File: src/rtl/exp2_pkg.sv
// Shared definitions for the Experiment 2 control unit.
// estado_t holds the 4-bit state encodings; db_estado shows these values directly,
// so they must not be renumbered.
package exp2_pkg;

  localparam int unsigned EstadoBits = 4;

  typedef enum logic [EstadoBits-1:0] {
    Inicial    = 4'd0,
    Prepara    = 4'd1,
    Espera     = 4'd2,
    Compara    = 4'd3,
    Proximo    = 4'd4,
    FimAcerto  = 4'd6,
    FimErro    = 4'd7,
    FimTimeout = 4'd8
  } estado_t;

  // Any end state.
  function automatic logic is_fim(estado_t e);
    return (e == FimAcerto) || (e == FimErro) || (e == FimTimeout);
  endfunction

endpackage

File: src/rtl/unidade_controle_exp2_if.sv
// Signal bundle between the control unit and its environment (user inputs and datapath).
//   iniciar, jogada : user controls
//   igual, fim      : datapath status (comparator, counter rco)
//   zera, conta     : datapath controls
//   pronto, acertou, errou, timeout, db_estado : game status / debug
// master: environment side. slave: control unit side.
interface unidade_controle_exp2_if;

  logic       iniciar;
  logic       jogada;
  logic       igual;
  logic       fim;
  logic       zera;
  logic       conta;
  logic       pronto;
  logic       acertou;
  logic       errou;
  logic       timeout;
  logic [3:0] db_estado;

  modport master (
    output iniciar, jogada, igual, fim,
    input  zera, conta, pronto, acertou, errou, timeout, db_estado
  );

  modport slave (
    input  iniciar, jogada, igual, fim,
    output zera, conta, pronto, acertou, errou, timeout, db_estado
  );

endinterface

File: src/rtl/edge_detector.sv
// Rising-edge detector producing a registered one-cycle pulse.
//   clock   : system clock
//   reset_n : asynchronous active-low reset
//   sinal   : level input
//   pulso   : high for one cycle, one clock after sinal is first seen high
// The pulse is registered, so the detector contributes one cycle of latency.
module edge_detector (
  input  logic clock,
  input  logic reset_n,
  input  logic sinal,
  output logic pulso
);

  logic sinal_q;
  logic pulso_q;

  always_ff @(posedge clock or negedge reset_n) begin
    if (!reset_n) begin
      sinal_q <= 1'b0;
      pulso_q <= 1'b0;
    end else begin
      sinal_q <= sinal;
      pulso_q <= sinal & ~sinal_q;
    end
  end

  assign pulso = pulso_q;

endmodule

File: src/rtl/unidade_controle_exp2.sv
// Control unit for the Experiment 2 compare-with-counter datapath.
// Ports:
//   clock   : system clock, rising edge
//   reset_n : asynchronous active-low reset
//   bus     : unidade_controle_exp2_if.slave
//             (iniciar, jogada, igual, fim in; zera, conta, pronto, acertou,
//              errou, timeout, db_estado out)
// Parameter TIMEOUT_CICLOS: cycles allowed in Espera before a timeout (2..65535).
// Optional macro TIMEOUT_EN: builds the Espera cycle counter and the FimTimeout path.
// Without it, timeout is tied 0.
// Outputs are Moore, decoded from the state register only.
module unidade_controle_exp2
  import exp2_pkg::*;
#(
  parameter int unsigned TIMEOUT_CICLOS = 100
) (
  input logic                    clock,
  input logic                    reset_n,
  unidade_controle_exp2_if.slave bus
);

  if ((TIMEOUT_CICLOS < 2) || (TIMEOUT_CICLOS > 65535)) begin : g_param_check
    $error("TIMEOUT_CICLOS out of range 2..65535");
  end

  estado_t estado_q, estado_d;
  logic    jogada_pulso;

  edge_detector u_edge_jogada (
    .clock   (clock),
    .reset_n (reset_n),
    .sinal   (bus.jogada),
    .pulso   (jogada_pulso)
  );

`ifdef TIMEOUT_EN
  localparam logic [15:0] TimeoutLast = 16'(TIMEOUT_CICLOS - 1);

  logic [15:0] espera_cnt_q;
  logic        expirou;

  // Held at 0 outside Espera, so it reads 0 on the first Espera cycle.
  always_ff @(posedge clock or negedge reset_n) begin
    if (!reset_n) begin
      espera_cnt_q <= '0;
    end else if (estado_q != Espera) begin
      espera_cnt_q <= '0;
    end else begin
      espera_cnt_q <= espera_cnt_q + 16'd1;
    end
  end

  assign expirou = (espera_cnt_q == TimeoutLast);
`endif

  always_ff @(posedge clock or negedge reset_n) begin
    if (!reset_n) begin
      estado_q <= Inicial;
    end else begin
      estado_q <= estado_d;
    end
  end

  always_comb begin
    estado_d = estado_q;
    case (estado_q)
      Inicial: begin
        if (bus.iniciar) estado_d = Prepara;
      end
      Prepara: estado_d = Espera;
      Espera: begin
        // A pulse on the final timeout cycle still wins.
        if (jogada_pulso) begin
          estado_d = Compara;
        end
`ifdef TIMEOUT_EN
        else if (expirou) begin
          estado_d = FimTimeout;
        end
`endif
      end
      Compara: begin
        if (!bus.igual)   estado_d = FimErro;
        else if (bus.fim) estado_d = FimAcerto;
        else              estado_d = Proximo;
      end
      Proximo: estado_d = Espera;
      FimAcerto, FimErro, FimTimeout: begin
        if (bus.iniciar) estado_d = Prepara;
      end
      default: estado_d = Inicial;
    endcase
  end

  logic zera, conta, pronto, acertou, errou, timeout;

  always_comb begin
    zera    = (estado_q == Prepara);
    conta   = (estado_q == Proximo);
    pronto  = is_fim(estado_q);
    acertou = (estado_q == FimAcerto);
    errou   = (estado_q == FimErro) || (estado_q == FimTimeout);
`ifdef TIMEOUT_EN
    timeout = (estado_q == FimTimeout);
`else
    timeout = 1'b0;
`endif
  end

  assign bus.zera      = zera;
  assign bus.conta     = conta;
  assign bus.pronto    = pronto;
  assign bus.acertou   = acertou;
  assign bus.errou     = errou;
  assign bus.timeout   = timeout;
  assign bus.db_estado = estado_q;

endmodule

File: src/flat_wrapper.sv
// flat-port wrapper written by rule: the top's interface ports become plain ports
module unidade_controle_exp2_flat import exp2_pkg::*;
#(
  parameter int unsigned TIMEOUT_CICLOS = 100
)
  (clock, reset_n, bus_iniciar, bus_jogada, bus_igual, bus_fim, bus_zera, bus_conta, bus_pronto, bus_acertou, bus_errou, bus_timeout, bus_db_estado);
  unidade_controle_exp2_if bus_i ();
  input logic clock;
  input logic reset_n;
  input wire logic [$bits(bus_i.iniciar)-1:0] bus_iniciar;
  input wire logic [$bits(bus_i.jogada)-1:0] bus_jogada;
  input wire logic [$bits(bus_i.igual)-1:0] bus_igual;
  input wire logic [$bits(bus_i.fim)-1:0] bus_fim;
  output wire logic [$bits(bus_i.zera)-1:0] bus_zera;
  output wire logic [$bits(bus_i.conta)-1:0] bus_conta;
  output wire logic [$bits(bus_i.pronto)-1:0] bus_pronto;
  output wire logic [$bits(bus_i.acertou)-1:0] bus_acertou;
  output wire logic [$bits(bus_i.errou)-1:0] bus_errou;
  output wire logic [$bits(bus_i.timeout)-1:0] bus_timeout;
  output wire logic [$bits(bus_i.db_estado)-1:0] bus_db_estado;
  assign bus_i.iniciar = bus_iniciar;
  assign bus_i.jogada = bus_jogada;
  assign bus_i.igual = bus_igual;
  assign bus_i.fim = bus_fim;
  assign bus_zera = bus_i.zera;
  assign bus_conta = bus_i.conta;
  assign bus_pronto = bus_i.pronto;
  assign bus_acertou = bus_i.acertou;
  assign bus_errou = bus_i.errou;
  assign bus_timeout = bus_i.timeout;
  assign bus_db_estado = bus_i.db_estado;
  unidade_controle_exp2 #(.TIMEOUT_CICLOS(TIMEOUT_CICLOS)) u_core (.clock(clock), .reset_n(reset_n), .bus(bus_i));
endmodule
File: config.mk
export PLATFORM = sky130hd
export DESIGN_NAME = unidade_controle_exp2_flat
export DESIGN_NICKNAME = d
export VERILOG_FILES = /design/src/rtl/exp2_pkg.sv /design/src/rtl/unidade_controle_exp2_if.sv /design/src/rtl/edge_detector.sv /design/src/rtl/unidade_controle_exp2.sv /design/src/flat_wrapper.sv
export SDC_FILE = /design/constraint.sdc
export NUM_CORES = 1
export LEC_CHECK = 0
export ABC_CLOCK_PERIOD_IN_PS = 1200
export CAP_MARGIN = 20
export CORE_AREA = 5 5 42 44
export DETAILED_ROUTE_END_ITERATION = 10
export DIE_AREA = 0 0 47 49
export PLACE_DENSITY = 0.58
export SLEW_MARGIN = 10
export SYNTH_ARGS = -nofsm -noshare
export SYNTH_HDL_FRONTEND = slang
export SYNTH_SLANG_ARGS = --single-unit
File: constraint.sdc
create_clock -name clock -period 1.2 [get_ports clock]
set_input_delay 0.36 -clock clock [delete_from_list [all_inputs] [get_ports clock]]
set_output_delay 0.36 -clock clock [all_outputs]
set_load 0.03 [all_outputs]
==> out/qor.csv, run 1 <==
stage;metric;value;unit
worst_setup_path;crit_path_max_incr_delay;460;ps
routing;wirelength_met1;286;µm
timing;timing.fmax;0.6919;GHz
timing;grt_setup_unrepaired;true;
synthesis;synthSimpleGateAreaFrac;24.89;%
place;dp.final_hpwl;554.4;µm
routing;drc;0;
timing;finalSetupViolCount;8;
worst_setup_path;worstSetupPathType;register to output port;
worst_setup_path;worst_ep_required_time;840;ps
cells_and_area;layout-area-overhead-vs-synth;89.87;%
outcome;failed_checks;setup timing;
global_route;first_global_vias;254;
floorplanning;floorplan.die_area;0.002303;mm²
clock_network;tritoncts;built;
cells_and_area;n_antenna_cell;0;
floorplanning;top_level_ports;16;
routing;met3_wirelength;52;µm
routing;detailroute.via_count;274;
clock_network;clock_latency;240;ps
synthesis;dominant_combinational_cell_family_by_area_after_synthesis;simple AND/OR/NAND/NOR gates;
routing;first_pass_iters;1;
place;dpl.cell_count;63;
routing;wire_per_inst;9.600;µm
timing;slew_viol_final;0;
floorplanning;floorplan.initialDensity;21.16;%
worst_setup_path;startpoint;u_core.bus.db_estado[1];
synthesis;fraction_of_the_yosys_area_taken_by_sequential_cells;42.19;%
global_route;antenna_violations_before_repair;0;
synthesis;mappedNetlistArea;296.5;µm²
floorplanning;fp.dieH;49;µm
global_route;global_route.overflow_total;0;
timing;finalWorstPathRequiredPeriod;1445;ps
synthesis;synth_fa_ha_area_share;0;%
timing;fin_worst_skew;5.913;ps
global_route;grt_first_pass_wirelength;1104;µm
clock_network;cts_max_level;1;
clock_network;numClockSinks;5;
place;port_buffers;13;
routing;drt.antenna.violating_nets;0;
synthesis;muxShareOfSynthArea;0;%
cells_and_area;final_layout_size_suffix_gt1_share;59.26;%
floorplanning;floorplan.rows;14;
global_route;maximum_number_of_pins_on_one_net_before_global_route_repair;7;
synthesis;postSynthCellCount;33;
cells_and_area;nets;61;
worst_hold_path;timing.hold.worst.class;primary input to async pin;
outcome;run_status;finished with violations;
synthesis;ys_seq_elements;5;
floorplanning;core;0.001401;mm²
worst_setup_path;timing.rr.end;u_core.bus.db_estado[0];
cells_and_area;final_cells;70;
routing;viasPerCell;3.914;
routing;routed_wirelength;672;µm
timing;final_min_period_over_clock_period;120.4;%
routing;top_layer_used;met3;
job;drv.max_cap_violation_count;0;
floorplanning;dieWidth;47;µm
worst_setup_path;worst-r2r-cell-count;4;
synthesis;synth.lib_cells_used.distinct;19;
timing;whs;336.3;ps
clock_network;clkSlewWorstSetupHoldPaths;50;ps
synthesis;yosys_warnings;0;
clock_network;cts.path.max_buffers;2;
worst_setup_path;crit_path_cell_trace;nand2b_4, nor2_4, buf_6;
worst_setup_path;timing.critical_path.fanout_max;6;
power_and_ir_drop;p_leak;0.2673;nW
worst_setup_path;startpoint_type;register;
timing;final.setup.worst_slack;-245.3;ps
power_and_ir_drop;power.density_cell_area;2597;mW/mm²
place;gp_congestion;0.6369;
worst_setup_path;timing.reg2reg.setup_slack;70;ps
synthesis;yosys.area_share.xor_xnor;0;%
worst_setup_path;reg_to_reg_start;u_core.bus.db_estado[0];
worst_setup_path;critPathCaptureType;output port;
routing;detail_route.iter0.violations;0;
synthesis;synthesized_area_fraction_occupied_by_ao_oa_aoi_and_oai_cells;16.88;%
clock_network;cts_buffers;3;
worst_setup_path;path_delay_family;flip-flops;
global_route;grt_usage;6.941;%
worst_setup_path;crit_buf_inv;1;
worst_setup_path;slowest_stage;dfrtp_2;
clock_network;cts-root-buf;clkbuf_4;
routing;routed-wl-met2;333;µm
synthesis;syn_avg_cell_area;8.986;µm²
power_and_ir_drop;power.ir.vdd_worst;1.113;mV
worst_setup_path;crit_path_arrival_time;1090;ps
timing;hold_violations;0;
==> area by class of cell <==
| cell class | count | area, µm² |
|---|---|---|
| Tap cell | 16 | 20.02 |
| Clock buffer | 4 | 26.28 |
| Multi-Input combinational cell | 22 | 180.2 |
| Timing Repair Buffer | 21 | 200.2 |
| Sequential cell | 5 | 128.9 |
| Inverter | 2 | 7.507 |
| Fill cell | 148 | 838.3 |
==> synth_stat cells <==
| cell | n | area (µm²) |
|---|---|---|
| inv_1 | 2 | 7.510 |
| nand2b_4 | 1 | 13.76 |
| a211oi_2 | 1 | 12.51 |
| buf_4 | 2 | 15.01 |
| nor3b_1 | 1 | 7.510 |
| o211a_1 | 1 | 10.01 |
| o21ai_1 | 3 | 15.01 |
| buf_2 | 2 | 10.01 |
| o21ai_0 | 1 | 5.000 |
| nor2b_1 | 1 | 6.260 |
| nor2_1 | 3 | 11.26 |
| conb_1 | 1 | 3.750 |
| nand4b_1 | 1 | 8.760 |
| nand2b_1 | 1 | 6.260 |
| a21o_1 | 1 | 7.510 |
| buf_6 | 1 | 11.26 |
| nand2_1 | 4 | 15.01 |
| dfrtp_1 | 5 | 125.1 |
| nand3_1 | 1 | 5.000 |
==> metrics by stage <==
| step | setup WS [ps] | area (µm²) | total power [W] | utilization (%) | setup TNS, ps |
|---|---|---|---|---|---|
| CTS | -253.8 | 543.0 | 0.001440 | 38.75 | -1719 |
| detailed placement | -162.2 | 479.2 | 0.001141 | 34.20 | -308.2 |
| global route | -285.3 | 563.0 | 0.001564 | 40.18 | -1893 |
| floorplan | -140.0 | 360.3 | 0.0009177 | - | -417.3 |
| global placement | -171.1 | 479.2 | 0.001138 | 34.20 | -293.0 |
| finish | -245.3 | 563.0 | 0.001462 | 40.18 | -1539 |
==> cell usage in the layout, fill, tap and decap left out, types with 2 or more instances in the layout <==
cell and count:
nand2b_4 2, nor2_4 3, dfrtp_1 2, inv_2 2, o21ai_1 3, buf_6 8
buf_4 8, dfrtp_2 3, clkdlybuf4s50_1 5, clkbuf_4 3, nand2_1 3, conb_1 2
==> worst max-delay path by stage <==
stage / cells past startpoint / slack, ps / end
final: 3 / -250 / bus_zera
after global routing: 3 / -290 / bus_zera
after CTS: 3 / -250 / bus_acertou
after detailed placement: 4 / -160 / u_core.bus.db_estado[0]
after global placement: 4 / -170 / u_core.bus.db_estado[0]
after floorplan: 2 / -140 / bus_conta
==> registers in the layout, summed over array words and instances (netlist names) <==
| name | cells |
|---|---|
| u_core.bus.db_estado | 3 |
| u_core.u_edge_jogada.pulso | 1 |
| u_core.u_edge_jogada.sinal_q | 1 |
==> kinds of logic (layout without fill, tap and decap cells) <==
logic type | Yosys count | count (layout)
simple gates | 13 | 13
compound gates | 7 | 7
buf+inv | 7 | 27
flops | 5 | 5
other cells | 1 | 2
==> worst reg2reg max path, stage by stage (launching register included) <==
cell and delay (ps):
dfrtp_2 480, buf_4 180, o21ai_1 120, o21ai_1 70, a21o_1 170
==> where the power goes <==
| part | total (W) | internal, W | switching (W) | leakage (nW) |
|---|---|---|---|---|
| Combinational | 0.000920 | 0.000474 | 0.000447 | 0.195 |
| Clock | 0.000197 | 0.000126 | 0.0000708 | 0.0150 |
| Sequential | 0.000345 | 0.000229 | 0.000116 | 0.0578 |
==> what timing repair did <==
action,in CTS,in global routing
buffers inserted,2,2
hold buffers,0,0
resized for setup,7,4
pin swaps,2,3
setup endpoints to repair,8,9
==> per-layer routing <==
metal / vias up / GRT usage (%)
met2: 7 / 9.502
li1: 145 / -
met4: 0 / 1.382
met3: 0 / 5.904
met1: 122 / 8.277
met5: - / 0
Power figures use the tool's default switching activity.
==> run 2, diff against run 1 <==
- CORE_AREA: 5 5 42 44 -> 2 2 39 41
- DIE_AREA: 0 0 47 49 -> 0 0 41 43
==> run 2 against run 1 <==
Compared with the run above:
- the run still ends with setup timing left
- first-iteration DRC count stayed put
- largest cell class unchanged
- sequential share of layout area shrank 0.45 points
- clock-buffer cell count stayed put
- clock power shrank 3%
- routed wire length fell by 7.7%
- critical endpoint unchanged
- combinational power rose by 3.6%
- global-route usage increased by 1.3 points
- critical path type unchanged
==> out/qor.csv, run 2 (synthesis results as in run 1) <==
stage;metric;value;unit;change
cells_and_area;area_taken_by_multi_input_logic_gates;183.9;µm²;was 180.2 µm²
timing;finalSetupViolCount;8;;unchanged
global_route;grt_usage;8.274;%;was 6.941%
cells_and_area;most-common-layout-cells;buf_6 (10), buf_4 (6), clkdlybuf4s50_1 (5);;was buf_6 (8), buf_4 (8), clkdlybuf4s50_1 (5)
cells_and_area;final_layout_size_suffix_gt1_share;61.11;%;was 59.26%
cells_and_area;ff_latch_area;128.9;µm²;unchanged
timing;final.setup.worst_slack;-233.4;ps;was -245.3 ps
timing;final_min_period_over_clock_period;119.5;%;was 120.4%
clock_network;tritoncts;built;;unchanged
place;port_buffers;13;;unchanged
outcome;run_status;finished with violations;;unchanged
clock_network;cts-root-buf;clkbuf_4;;unchanged
cells_and_area;nets;61;;unchanged
worst_setup_path;critPathCaptureType;output port;;unchanged
routing;first_pass_iters;1;;unchanged
timing;grt_setup_unrepaired;true;;unchanged
power_and_ir_drop;seq_power_share;23.5;%;was 23.6%
timing;whs;342.4;ps;was 336.3 ps
routing;drt.antenna.violating_nets;0;;unchanged
worst_setup_path;worstSetupPathType;register to output port;;unchanged
place;gp_congestion;0.6334;;was 0.6369
global_route;antenna_violations_before_repair;0;;unchanged
timing;finalWorstPathRequiredPeriod;1433;ps;was 1445 ps
cells_and_area;layout-area-overhead-vs-synth;93.67;%;was 89.87%
job;drv.max_cap_violation_count;0;;unchanged
floorplanning;floorplan.initialDensity;21.43;%;was 21.16%
worst_setup_path;crit_path_max_incr_delay;450;ps;was 460 ps
global_route;maximum_number_of_pins_on_one_net_before_global_route_repair;7;;unchanged
routing;detail_route.iter0.violations;0;;unchanged
timing;timing.fmax;0.6976;GHz;was 0.6919 GHz
floorplanning;core;0.001384;mm²;was 0.001401 mm²
power_and_ir_drop;net_load_switching_power;0.0006350;W;was 0.0006337 W
power_and_ir_drop;switching_share;42.46;%;was 43.35%
worst_setup_path;slowest_stage;dfrtp_2;;unchanged
worst_setup_path;timing.critical_path.depth;3;;unchanged
clock_network;cts_max_level;1;;unchanged
power_and_ir_drop;combPwrFrac;63.7;%;was 63.0%
global_route;grt_first_pass_wirelength;890;µm;was 1104 µm
clock_network;cts.path.max_buffers;2;;unchanged
cells_and_area;n_antenna_cell;0;;unchanged
worst_setup_path;timing.critical_path.fanout_max;5;;was 6
clock_network;clock_latency;240;ps;about the same
global_route;first_global_vias;231;;was 254
routing;detailroute.via_count;291;;was 274
worst_setup_path;crit_path_cell_trace;nand2b_4, nor2_4, buf_6;;unchanged
routing;routed_wirelength;620;µm;was 672 µm
worst_setup_path;crit_path_arrival_time;1070;ps;was 1090 ps
power_and_ir_drop;pwr-share-clk;12.8;%;was 13.4%
worst_setup_path;worst_ep_required_time;840;ps;about the same
routing;wire_per_inst;8.857;µm;was 9.600 µm
worst_setup_path;reg_to_reg_start;u_core.bus.db_estado[1];;was u_core.bus.db_estado[0]
worst_setup_path;cp-endpoint;bus_zera;;unchanged
floorplanning;top_level_ports;16;;unchanged
cells_and_area;final_common_cell;buf_6;;
worst_setup_path;startpoint_type;register;;unchanged
floorplanning;fp.dieH;43;µm;was 49 µm
worst_setup_path;timing.reg2reg.setup_slack;20;ps;was 70 ps
power_and_ir_drop;power.density_cell_area;2604;mW/mm²;was 2597 mW/mm²
power_and_ir_drop;finalPower;0.001496;W;was 0.001462 W
worst_setup_path;worst-r2r-cell-count;5;;was 4
cells_and_area;final.fill_count;146;;was 148
floorplanning;floorplan.die_area;0.001763;mm²;was 0.002303 mm²
clock_network;clkSlewWorstSetupHoldPaths;40;ps;was 50 ps
floorplanning;dieWidth;41;µm;was 47 µm
clock_network;cts_buffers;3;;unchanged
cells_and_area;largest_reg_flops;3;;unchanged
outcome;failed_checks;setup timing;;unchanged
power_and_ir_drop;power.ir.vdd_worst;0.8594;mV;was 1.113 mV
worst_setup_path;path_delay_family;flip-flops;;unchanged
worst_setup_path;crit_buf_inv;1;;unchanged
timing;fin_worst_skew;5.116;ps;was 5.913 ps
worst_hold_path;timing.hold.worst.class;primary input to async pin;;unchanged
worst_setup_path;startpoint;u_core.bus.db_estado[1];;unchanged
worst_setup_path;timing.rr.end;u_core.bus.db_estado[0];;unchanged
global_route;global_route.overflow_total;0;;unchanged
power_and_ir_drop;p_leak;0.2717;nW;was 0.2673 nW
timing;hold_violations;0;;unchanged
floorplanning;floorplan.rows;14;;unchanged
clock_network;numClockSinks;5;;unchanged
clock_network;cts.hold.buffers_added;0;;unchanged
power_and_ir_drop;power_report.internal_total;0.0008606;W;was 0.0008283 W
routing;viasPerCell;4.157;;was 3.914
timing;slew_viol_final;0;;unchanged
routing;drc;0;;unchanged
-- run 2: worst register-to-register path: cells and delay by family (launching register included) --
kind	cells	cell delay (ps)
compound gates	2	270
buf+inv	2	260
flops	1	450
simple gates	1	130
-- run 2: final cells by class --
| class | instances | area share [%] |
|---|---|---|
| Tap cell | 16 | 3.486 |
| Timing Repair Buffer | 21 | 36.17 |
| Multi-Input combinational cell | 22 | 32.03 |
| Sequential cell | 5 | 22.44 |
| Clock buffer | 4 | 4.575 |
| Inverter | 2 | 1.307 |
-- run 2: power by group through the flow --
| stage | logic (W) | registers (W) | clock network (W) |
|---|---|---|---|
| 5_1_grt | 0.00102 | 0.000361 | 0.000222 |
| 3_5_place_dp | 0.000788 | 0.000342 | 0 |
| 4_1_cts | 0.000879 | 0.000341 | 0.000203 |
| 3_3_place_gp | 0.000788 | 0.000340 | 0 |
| 2_1_floorplan | 0.000565 | 0.000353 | 0 |
| 6_report | 0.000953 | 0.000351 | 0.000192 |
-- run 2: stage by stage --
| stage | util (%) | TNS, ps | setup slack, ps | cell area (µm²) | cells |
|---|---|---|---|---|---|
| after floorplan | - | -417.3 | -140.0 | 360.3 | 34 |
| after global placement | 34.63 | -329.1 | -196.3 | 479.2 | 63 |
| after detailed placement | 34.63 | -344.5 | -193.3 | 479.2 | 63 |
| after CTS | 38.97 | -1661 | -238.8 | 539.3 | 69 |
| after global routing | 41.50 | -1852 | -286.8 | 574.3 | 70 |
| final | 41.50 | -1423 | -233.4 | 574.3 | 70 |
-- run 2: worst min-delay path by stage --
stage	from	endpoint	slack (ps)
after floorplan	reset_n	u_core.bus.db_estado[0]	60
after global placement	u_core.u_edge_jogada.sinal_q	u_core.u_edge_jogada.pulso	390
after detailed placement	u_core.u_edge_jogada.sinal_q	u_core.u_edge_jogada.pulso	390
after CTS	reset_n	u_core.bus.db_estado[2]	340
after global routing	reset_n	u_core.bus.db_estado[1]	340
final	reset_n	u_core.bus.db_estado[1]	340
-- run 2: per-layer routing --
| metal | track usage [%] | up-vias | routed length, µm |
|---|---|---|---|
| li1 | - | 147 | - |
| met1 | 8.824 | 135 | 229 |
| met2 | 10.63 | 9 | 336 |
| met3 | 9.424 | 0 | 54 |
| met4 | 2.000 | 0 | 0 |
| met5 | 0 | - | 0 |
-- run 2: timing repair --
| action | in CTS | in global routing |
|---|---|---|
| pin swaps | 1 | 2 |
| gates resized for setup | 6 | 7 |
| buffers inserted | 2 | 1 |
| setup endpoints to repair | 8 | 9 |
==> run 3, diff against run 2 <==
- SLEW_MARGIN: 10 -> not set
==> results of run 3 <==
The final DEF is identical to that of run 2; final timing and power are the same.
